[src/rtl/cpu_phase_sequencer.sv]
// cpu_phase_sequencer
//
// Multi-cycle phase controller for the RISC-V core. A single clock and a set of
// per-phase enables replace the old divided clocks. Every instruction walks
// through fetch, register read, execute, an optional mul/div wait, an optional
// RAM/IO access and write-back. The block also counts retired instructions and
// raises a sticky flag when a mul/div unit never reports completion.
//
// State table
//   state  | code | meaning
//   IDLE   |  0   | parked; waits for run
//   FETCH  |  1   | ROM fetch and PC update (en_fetch)
//   DECODE |  2   | register read; decode flags latched (en_reg_rd)
//   EXEC   |  3   | ALU operate; mul/div start pulse if needed (en_alu)
//   MDWAIT |  4   | waiting for mul/div completion or timeout
//   MEM    |  5   | RAM/GPIO access until mem_ready (en_ram)
//   WB     |  6   | register write-back; instruction retires (en_reg_wr)
//   (7)    |  7   | illegal; recovers to IDLE on the next cycle
//
// Parameters
//   MULDIV_TIMEOUT  maximum number of MDWAIT cycles before write-back is forced
//   CNT_W           width of the retired-instruction counter
//
// Ports
//   clk            system clock
//   rst            synchronous active-high reset
//   run            level; sequencing proceeds while high, parks in IDLE after WB when low
//   is_mul_div     decode result, sampled in DECODE
//   is_mem         decode result (load/store), sampled in DECODE
//   alu_complete   mul/div done, honoured in MDWAIT only
//   mem_ready      RAM/GPIO access done, honoured in MEM only
//   en_fetch       ROM fetch / PC update enable
//   en_reg_rd      register file read enable
//   en_alu         ALU operate enable
//   mul_div_start  one-cycle start pulse to the mul/div unit
//   en_ram         RAM/IO bus access enable
//   en_reg_wr      register file write-back enable
//   busy           high in every state except IDLE
//   timeout_err    sticky mul/div timeout flag, cleared only by rst
//   retired        retired-instruction count, wraps silently
//   state          current state code, for debug

module cpu_phase_sequencer #(
  parameter int MULDIV_TIMEOUT = 64,
  parameter int CNT_W          = 32
) (
  input  logic             clk,
  input  logic             rst,
  input  logic             run,
  input  logic             is_mul_div,
  input  logic             is_mem,
  input  logic             alu_complete,
  input  logic             mem_ready,
  output logic             en_fetch,
  output logic             en_reg_rd,
  output logic             en_alu,
  output logic             mul_div_start,
  output logic             en_ram,
  output logic             en_reg_wr,
  output logic             busy,
  output logic             timeout_err,
  output logic [CNT_W-1:0] retired,
  output logic [2:0]       state
);

  // A timeout of 1 would give a zero-width counter; keep at least one bit.
  localparam int WAIT_W = (MULDIV_TIMEOUT > 1) ? $clog2(MULDIV_TIMEOUT) : 1;
  localparam logic [WAIT_W-1:0] WAIT_LAST = WAIT_W'(MULDIV_TIMEOUT - 1);

  localparam logic [2:0] S_IDLE   = 3'd0;
  localparam logic [2:0] S_FETCH  = 3'd1;
  localparam logic [2:0] S_DECODE = 3'd2;
  localparam logic [2:0] S_EXEC   = 3'd3;
  localparam logic [2:0] S_MDWAIT = 3'd4;
  localparam logic [2:0] S_MEM    = 3'd5;
  localparam logic [2:0] S_WB     = 3'd6;

  logic [2:0]        state_q;
  logic [2:0]        state_d;
  logic              md_q;
  logic              mem_q;
  logic [WAIT_W-1:0] wait_cnt;
  logic              timeout_q;
  logic [CNT_W-1:0]  retired_q;
  logic              wait_last;
  logic              timeout_hit;

  assign wait_last = (wait_cnt == WAIT_LAST);

  // alu_complete on the final allowed cycle still counts as a clean finish.
  assign timeout_hit = (state_q == S_MDWAIT) && !alu_complete && wait_last;

  always_comb begin
    state_d = S_IDLE;
    case (state_q)
      S_IDLE:   state_d = run ? S_FETCH : S_IDLE;
      S_FETCH:  state_d = S_DECODE;
      S_DECODE: state_d = S_EXEC;
      S_EXEC: begin
        // mul/div never touches memory, so it wins when both flags are set
        if (md_q) begin
          state_d = S_MDWAIT;
        end else if (mem_q) begin
          state_d = S_MEM;
        end else begin
          state_d = S_WB;
        end
      end
      S_MDWAIT: state_d = (alu_complete || wait_last) ? S_WB : S_MDWAIT;
      S_MEM:    state_d = mem_ready ? S_WB : S_MEM;
      S_WB:     state_d = run ? S_FETCH : S_IDLE;
      default:  state_d = S_IDLE;
    endcase
  end

  always_ff @(posedge clk) begin
    if (rst) begin
      state_q   <= S_IDLE;
      md_q      <= 1'b0;
      mem_q     <= 1'b0;
      wait_cnt  <= '0;
      timeout_q <= 1'b0;
      retired_q <= '0;
    end else begin
      state_q <= state_d;

      if (state_q == S_DECODE) begin
        md_q  <= is_mul_div;
        mem_q <= is_mem;
      end

      if (state_q == S_EXEC) begin
        wait_cnt <= '0;
      end else if (state_q == S_MDWAIT && !alu_complete && !wait_last) begin
        wait_cnt <= wait_cnt + WAIT_W'(1);
      end

      if (timeout_hit) begin
        timeout_q <= 1'b1;
      end

      if (state_q == S_WB) begin
        retired_q <= retired_q + CNT_W'(1);
      end
    end
  end

  // Moore outputs straight from the state register
  assign en_fetch      = (state_q == S_FETCH);
  assign en_reg_rd     = (state_q == S_DECODE);
  assign en_alu        = (state_q == S_EXEC);
  assign mul_div_start = (state_q == S_EXEC) && md_q;
  assign en_ram        = (state_q == S_MEM);
  assign en_reg_wr     = (state_q == S_WB);
  assign busy          = (state_q != S_IDLE);
  assign timeout_err   = timeout_q;
  assign retired       = retired_q;
  assign state         = state_q;

endmodule

[config.mk]
export PLATFORM = sky130hd
export DESIGN_NAME = cpu_phase_sequencer
export DESIGN_NICKNAME = d
export VERILOG_FILES = /design/src/rtl/cpu_phase_sequencer.sv
export SDC_FILE = /design/constraint.sdc
export NUM_CORES = 1
export LEC_CHECK = 0
export CAP_MARGIN = 25
export CORE_MARGIN = 2
export CORE_UTILIZATION = 49
export DETAILED_ROUTE_END_ITERATION = 7
export GPL_ROUTABILITY_DRIVEN = 0
export PLACE_DENSITY = 0.76
export SYNTH_ARGS = -nofsm -noshare
export SYNTH_HDL_FRONTEND = slang
export SYNTH_SLANG_ARGS = --single-unit
[constraint.sdc]
create_clock -name clk -period 2.5 [get_ports clk]
set_clock_uncertainty 0.1 [all_clocks]
set_input_delay 0.375 -clock clk [delete_from_list [all_inputs] [get_ports clk]]
set_output_delay 0.375 -clock clk [all_outputs]
set_load 0.005 [all_outputs]
== Yosys cells after proc, flatten, opt, wreduce, memory -nomap -nowiden ==
Cells that the tools add are included.

* Output and inout port bits: 43
* ROM bits: 0
* Bits in writable memories: 0
* Bits in latches: 0
* Bits in registers: 44
* Memories: 0
* Input port bits: 7

* Reductions and logical operators: 11
* $lt $le $gt $ge: 0
* Shift operators: 0
* Div/mod/pow operators: 0
* Mux-type cells: 6
* Add/sub/neg operators: 2
* Eq/ne operators: 7
* Multiply operators: 0
* Bitwise gates (word level): 0

{| class="wikitable"
|+ Operators by type and width
! operator !! number
|-
| 32-bit by 1-bit adder with 32-bit output, second input constant || 1
|-
| 3-bit one-hot mux with 6 select lines || 1
|-
| 3-bit equality test, second input constant || 3
|-
| 2-bit two-way mux || 4
|-
| 6-bit by 1-bit adder with 6-bit output, second input constant || 1
|-
| 3-bit by 2-bit equality test with 1-bit output, second input constant || 2
|-
| 6-bit equality test, second input constant || 1
|-
| 1-bit logical AND || 4
|-
| 2-bit OR reduction || 2
|-
| 3-bit by 1-bit equality test with 1-bit output, second input constant || 1
|-
| 3-bit logical NOT || 1
|-
| 3-bit nonzero test || 1
|-
| 1-bit logical NOT || 2
|-
| 1-bit logical OR || 1
|-
| 1-bit two-way mux || 1
|}

== Longest topological paths before layout ==
Gate-level depths: netlist of run 1.

* Depth in word-level cells: 4
* Gate-level depth with buffers: 7
* Depth with buffers taken out: 5

== Worst setup path after synthesis of run 1 ==
No wires, ideal clock.

* Path type: register -> register
* From: reg retired_q[0] (netlist: retired[0])
* To: reg retired_q[26] (netlist: retired[26])
* Stages on the path, launching flop included: 7
* Data arrival time: 1.979 ns
* Required time: 2.329 ns
* Setup time: 0.071 ns
* Path slack: 0.351 ns
* Cell sequence: dfxtp_1 -> ha_1 -> nand2_1 -> or4_1 -> buf_2 -> or4_1 -> a21oi_1

* Longest elaborated chain between the ends: 1

{| class="wikitable"
|+ Ends and longest elaborated chain
! item !! RTL line !! source
|-
| from (decl) || 84 || <nowiki>logic [CNT_W-1:0] retired_q;</nowiki>
|-
| from (signal assigned) || 143 || <nowiki>retired_q <= retired_q + CNT_W'(1);</nowiki>
|-
| 32-bit by 1-bit adder with 32-bit output || 143 ||
|}

Every way passes these cells.
A chain may end at the register's enable or synchronous reset.

== Worst setup path in the final report of run 1 ==
Ends and elaborated chain as after synthesis.

==> flow_summary_export.csv, run 1 <==
group,metric,value,unit
synth,synth_cells,248,
timing,slew_violations,0,
clock_tree,cts_hold_buf,0,
synth,synth_top_area_cell,"dfxtp_1",
clock_tree,post_cts_buffers,0,
global_route,grt_pass1_vias,1906,
setup_path,startpoint_type,"register",
timing,setup_viol,0,
synth,synthesis.area,2100,µm²
setup_path,critical_path.max_fanout,20,
global_route,grt_max_degree,23,
synth,ys_top_cells_by_count,"dfxtp_1, a21oi_1, nor2_1, or4_1, o31ai_1",
global_route,antenna_found_initial,0,
timing,worst-slew-pin-transition,0.448,ns
floorplanning,rows,23,
synth,syn_nets,257,
pwr,power_per_cell_area,482,nW/µm²
synth,ys_types,36,
clock_tree,cts_buffer_depth,2,
floorplanning,start_util,0.518,
timing,setup_tns,0,ns
setup_path,critPathCaptureType,"register",
floorplanning,die_h,69.5,µm
pwr,switchingPower,0.316,mW
floorplanning,core,4060,µm²
detailed_routing,firstDrtPassIters,4,
floorplanning,die_area,4830,µm²
floorplanning,fp.dieW,69.5,µm
place,dp.cells,342,
place,dp_hpwl,3.28,mm
timing,slew_headroom,0.698,
cells_and_area,nets,308,
timing,final-hold-violation-count,0,
timing,hold_slack,0.384,ns
global_route,grt_pass1_wl,8.34,mm
place,io_buffer_count,49,
clock_tree,cts_tree,"built",
detailed_routing,via_per_inst,5.75,
detailed_routing,dr_total_vias,2013,
timing,layout_min_cycle_time,2.31,ns
clock_tree,ctsResizeCount,0,
hold_path,hold_class,"register to register",
cells_and_area,area_delta_synth_final,31.7,%
synth,synth_warnings,0,
clock_tree,cts.clk_slew.worst_paths,0.08,ns
synth,ys_seq_area_frac,0.419,
synth,synth_top_flop_cell,"dfxtp_1",
cells_and_area,num-fill-cells,363,
pwr,pwr-share-comb,0.116,
synth,synth_top_area_frac,0.419,
global_route,overflow,0,
clock_tree,numClockSinks,44,
detailed_routing,wire_per_inst,13.5,µm
cells_and_area,stdcell_count,350,
synth,yosys-top-cells-area,"dfxtp_1, a21oi_1, or4_1, o31ai_1, nor2_1",
clock_tree,clockRootBuffer,"clkbuf_8",
setup_path,crit_type,"register to register",
pwr,power,1.33,mW
clock_tree,htree_levels,2,
clock_tree,cts_buffers,5,
detailed_routing,drt-total-wl,4.72,mm
detailed_routing,ant_nets,0,
cells_and_area,diodes,0,
timing,fin_crit_sh,0.925,
outcome,status,"finished, final reports clean",
clock_tree,clock_latency,0.30,ns
timing,fmax,432,MHz
pwr,power.leakage,0.937,nW
pwr,sw_frac_of_total,0.237,
cells_and_area,drive_above_1_share,0.0700,
pwr,p_seq_frac,0.540,
floorplanning,num_io_pins,50,
detailed_routing,drt_iter0_drc,137,
pwr,clkPwrFrac,0.344,
pwr,peakVddDrop,0.000305,V
timing,rsz0062_at_grt,"false",
synth,synth-edff-count,0,
pwr,p_int,1.02,mW
detailed_routing,drc,0,
synth,ys_ff_latch,44,
global_route,groute.usage.overall,0.206,
synth,yosysMostFrequentCell,"dfxtp_1",
setup_path,worstPathRequired,2.63,ns
synth,avgSynthCellArea,8.47,µm²
flow_run,drv_cap,0,
setup_path,cp.arrival,2.45,ns
synth,async_flop_share,0,
[power by group through the flow]
stage	Clock, mW	Sequential [mW]	Combinational (mW)
after global routing	0.500	0.722	0.168
after detailed placement	0	0.737	0.154
after CTS	0.471	0.720	0.155
after floorplan	0	0.739	0.0728
after global placement	0	0.737	0.154
final	0.458	0.720	0.154
[state kept, by name, summed over array words and instances (netlist names)]
name	count
retired	32
wait_cnt	6
state	3
md_q	1
mem_q	1
timeout_err	1
[layout by cell type (no fill, tap or decap), drive strengths merged, types with 2 or more instances in the layout]
| master | instances |
|---|---|
| a21oi | 27 |
| and2 | 3 |
| and3 | 2 |
| and3b | 2 |
| and4 | 2 |
| buf | 11 |
| clkbuf | 6 |
| clkdlybuf4s50 | 49 |
| clkinv | 2 |
| dfxtp | 44 |
| ha | 2 |
| inv | 11 |
| mux2i | 4 |
| nand2 | 11 |
| nand2b | 2 |
| nand3 | 8 |
| nand3b | 4 |
| nand4 | 8 |
| nor2 | 21 |
| nor3 | 3 |
| o211ai | 4 |
| o21ai | 10 |
| o31ai | 15 |
| or3 | 9 |
| or4 | 18 |
| xnor2 | 5 |
| xor2 | 7 |
[critical path, stage by stage (launching register included)]
cell     delay [ns]
dfxtp_1        0.42
ha_1           0.20
nand2_1        0.12
or4_1          0.53
buf_4          0.20
or4_1          0.52
a21oi_1        0.16
[stage by stage]
stage / utilization / cell area [µm²] / worst slack, ns
floorplan: - / 2100 / 0.351
global placement: 0.659 / 2680 / 0.296
detailed placement: 0.659 / 2680 / 0.198
CTS: 0.682 / 2770 / 0.182
global route: 0.682 / 2770 / 0.0444
finish: 0.682 / 2770 / 0.188
[routing by layer]
| metal | up-vias | wire length [µm] | global-route usage |
|---|---|---|---|
| met1 | 937 | 2140 | 0.257 |
| met2 | 49 | 2270 | 0.341 |
| met4 | 0 | 71 | 0.0763 |
| li1 | 1019 | - | - |
| met5 | - | 0 | 0 |
| met3 | 8 | 240 | 0.0538 |
[logic make-up after synthesis]
kind of cell | after synthesis | share of synthesized area
AO/OA/AOI/OAI | 60 | 0.171
XOR/XNOR | 12 | 0.0500
adder cells (fa/ha/maj) | 2 | 0.0119
buffers and inverters | 27 | 0.0488
flip-flops | 44 | 0.419
multiplexers | 4 | 0.0191
AND/OR/NAND/NOR | 99 | 0.280
[final timing paths]
check / startpoint / to / slack (ns) / cells after the start
worst max-delay path: retired[0] / retired[26] / 0.19 / 6
worst min-delay path: retired[31] / retired[31] / 0.38 / 2
worst max register to register: retired[0] / retired[26] / 0.19 / 6
worst min register to register: retired[31] / retired[31] / 0.38 / 2
[cell type report]
class,instances,area [µm²],share of cell area
Multi-Input combinational cell,177,1120,0.404
Sequential cell,44,881,0.318
Timing Repair Buffer,60,573,0.207
Clock buffer,6,82.6,0.0298
Tap cell,50,62.6,0.0226
Inverter,11,41.3,0.0149
Clock inverter,2,10.0,0.00362
No activity file was read; power rests on OpenSTA's default activity.
==> run 2: changes to the inputs <==
--- a/config.mk
+++ b/config.mk
@@ -11,6 +11,7 @@
 export DETAILED_ROUTE_END_ITERATION = 7
 export GPL_ROUTABILITY_DRIVEN = 0
 export PLACE_DENSITY = 0.76
+export SLEW_MARGIN = 10
 export SYNTH_ARGS = -nofsm -noshare
 export SYNTH_HDL_FRONTEND = slang
 export SYNTH_SLANG_ARGS = --single-unit
==> results of run 2 <==
No change in the layout: final DEF, timing and power equal those of run 1.
==> patch, RTL diff (flow settings as in run 1) <==
Make the reset (`rst`) asynchronous in one clocked block. Comments in the files are not updated.
--- a/src/rtl/cpu_phase_sequencer.sv
+++ b/src/rtl/cpu_phase_sequencer.sv
@@ -114,5 +114,5 @@
   end
 
-  always_ff @(posedge clk) begin
+  always_ff @(posedge clk or posedge rst) begin
     if (rst) begin
       state_q   <= S_IDLE;
Formal check against the unedited RTL: differs if rst is asserted again (counterexample within 4 cycles, from zero or initial values and one cycle with rst high); with rst held inactive, the same outputs for 10 cycles.
==> patch against run 1 <==
Final area increased by 2.2%; critical path type is now flip-flop to output pin; synthesized area increased by 2.8%; setup slack improved by 0.0020 ns; sequential cell count unchanged; routed wire length decreased by 9.1%; largest cell class is now registers; fmax about the same.
Power is not compared: it rests on default switching activity, and its combinational part moved more than twofold at a synthesized area within 25%.
==> patch: results (changes against run 1) <==
======================================================================
Run status                                                finished, final reports clean
Number of global-route vias before repair                        1,539   -19%
Sum of net half-perimeters after detailed placement            3144 um   -4.0%
Fraction of layout cells with a size suffix above 1             8.000%   +1.0 points
Reg-to-reg critical path endpoint                         retired[26]$_DFFE_PP0P_
Hold Startpoint                                           timeout_err$_DFFE_PP0P_
Endpoint of the worst hold path                           timeout_err$_DFFE_PP0P_
Placed cell areas                                         0.002718 sq mm   +1.6%
Fin nets                                                           258   -16%
Top post-synthesis cells by area                          sky130_fd_sc_hd__dfrtp_1, sky130_fd_sc_hd__xnor2_1, sky130_fd_sc_hd__xor2_1
Mapped Nets                                                        203   -21%
First-pass GRT wire length                                     7376 um   -12%
Worst setup path startpoint                               state[2]$_DFF_PP0_
Async SR Flop Fraction                                          100.0%   +100 points
Aggregate routed wire length                                   4295 um   -9.1%
First DRT Iteration DRCs                                           145   +5.8%
Proportion of synthesized chip area in sequential cells         50.98%   +9.1 points
Register-to-register setup slack                               0.58 ns   +0.39 ns
Number of instances on the worst hold path                           1   -1
Critical path arrival                                          1.84 ns   -0.61 ns
Worst slack, placed                                          0.4490 ns   +0.2513 ns
Top cells by instance count after synthesis               sky130_fd_sc_hd__dfrtp_1, sky130_fd_sc_hd__xnor2_1, sky130_fd_sc_hd__nor2_1, sky130_fd_sc_hd__nand3_1
Top_reg_cell synth                                        sky130_fd_sc_hd__dfrtp_1
Unique cell type count in the Yosys netlist                         43   +19%
Length in cells of the worst reg-to-reg path                         5   -1
Worst-path cell with the longest stage delay              sky130_fd_sc_hd__clkdlybuf4s50_1
Highest net fanout along the worst path                             14   -30%
Measured slew at the worst slew-check pin                    0.6636 ns   +0.2158 ns
Critical register-to-register path startpoint             retired[0]$_DFFE_PP0P_
Hold slack final                                             0.3650 ns   -0.01917 ns
Fillcell total                                                     360   -0.83%
Pin count of the biggest net entering global routing                45   +96%
Overall routing resource usage                                  18.77%   -1.8 points
Vias/cell                                                        5.295   -7.9%
======================================================================
patch: cell types whose count changed after synthesis, sizes merged, moves of 8 or more:
cell,before,now
a21oi,27,1
clkbuf,14,2
dfrtp,0,44
dfxtp,44,0
o21ai,10,2
o31ai,15,1
or3,9,1
or4,18,1
xnor2,5,24
patch: worst max-delay path by stage:
stage	end	slack [ns]	depth (start not counted)
floorplan	retired[30]$_DFFE_PP0P_	0.79	5
CTS	en_reg_rd	0.12	3
global placement	en_reg_rd	0.53	3
global route	en_reg_rd	0.04	3
detailed placement	en_reg_rd	0.45	3
finish	en_reg_rd	0.19	3
patch: layer usage:
metal / GRT usage, % / part of all wire, % / vias to the layer above
met5: 0 / 0 / -
met4: 5.342 / 1.2 / 0
met3: 5.339 / 5.0 / 5
met2: 29.35 / 47 / 31
met1: 25.57 / 47 / 769
li1: - / - / 794
patch: final cells by class:
cell class,count,area share (%)
well taps,52,2.301
inverters,5,0.6637
multi-input cells,141,36.15
clock inverters,2,1.239
repair buffers,52,18.14
flip-flops and latches,44,38.94
clock buffers,6,2.566
patch: kinds of logic (layout without fill, tap and decap cells):
kind of cell | after synthesis | after routing | synth area share, %
AND/OR/NAND/NOR | 86 | 86 | 24.97
flip-flops | 44 | 44 | 50.99
XOR/XNOR | 36 | 36 | 14.60
AO/OA/AOI/OAI | 12 | 12 | 3.998
buffers and inverters | 9 | 65 | 1.796
multiplexers | 5 | 5 | 2.491
adder cells (fa/ha/maj) | 2 | 2 | 1.159
patch: power by group:
group          switching (uW)  internal, uW
clock                     225           296
sequential                139           796
combinational             233           340
patch: through the flow:
| step | std cells | utilization [%] |
|---|---|---|
| after global placement | 294 | 63.29 |
| after CTS | 302 | 65.79 |
| after floorplan | 194 | - |
| after global routing | 302 | 65.85 |
| final | 302 | 65.85 |
| after detailed placement | 294 | 63.29 |
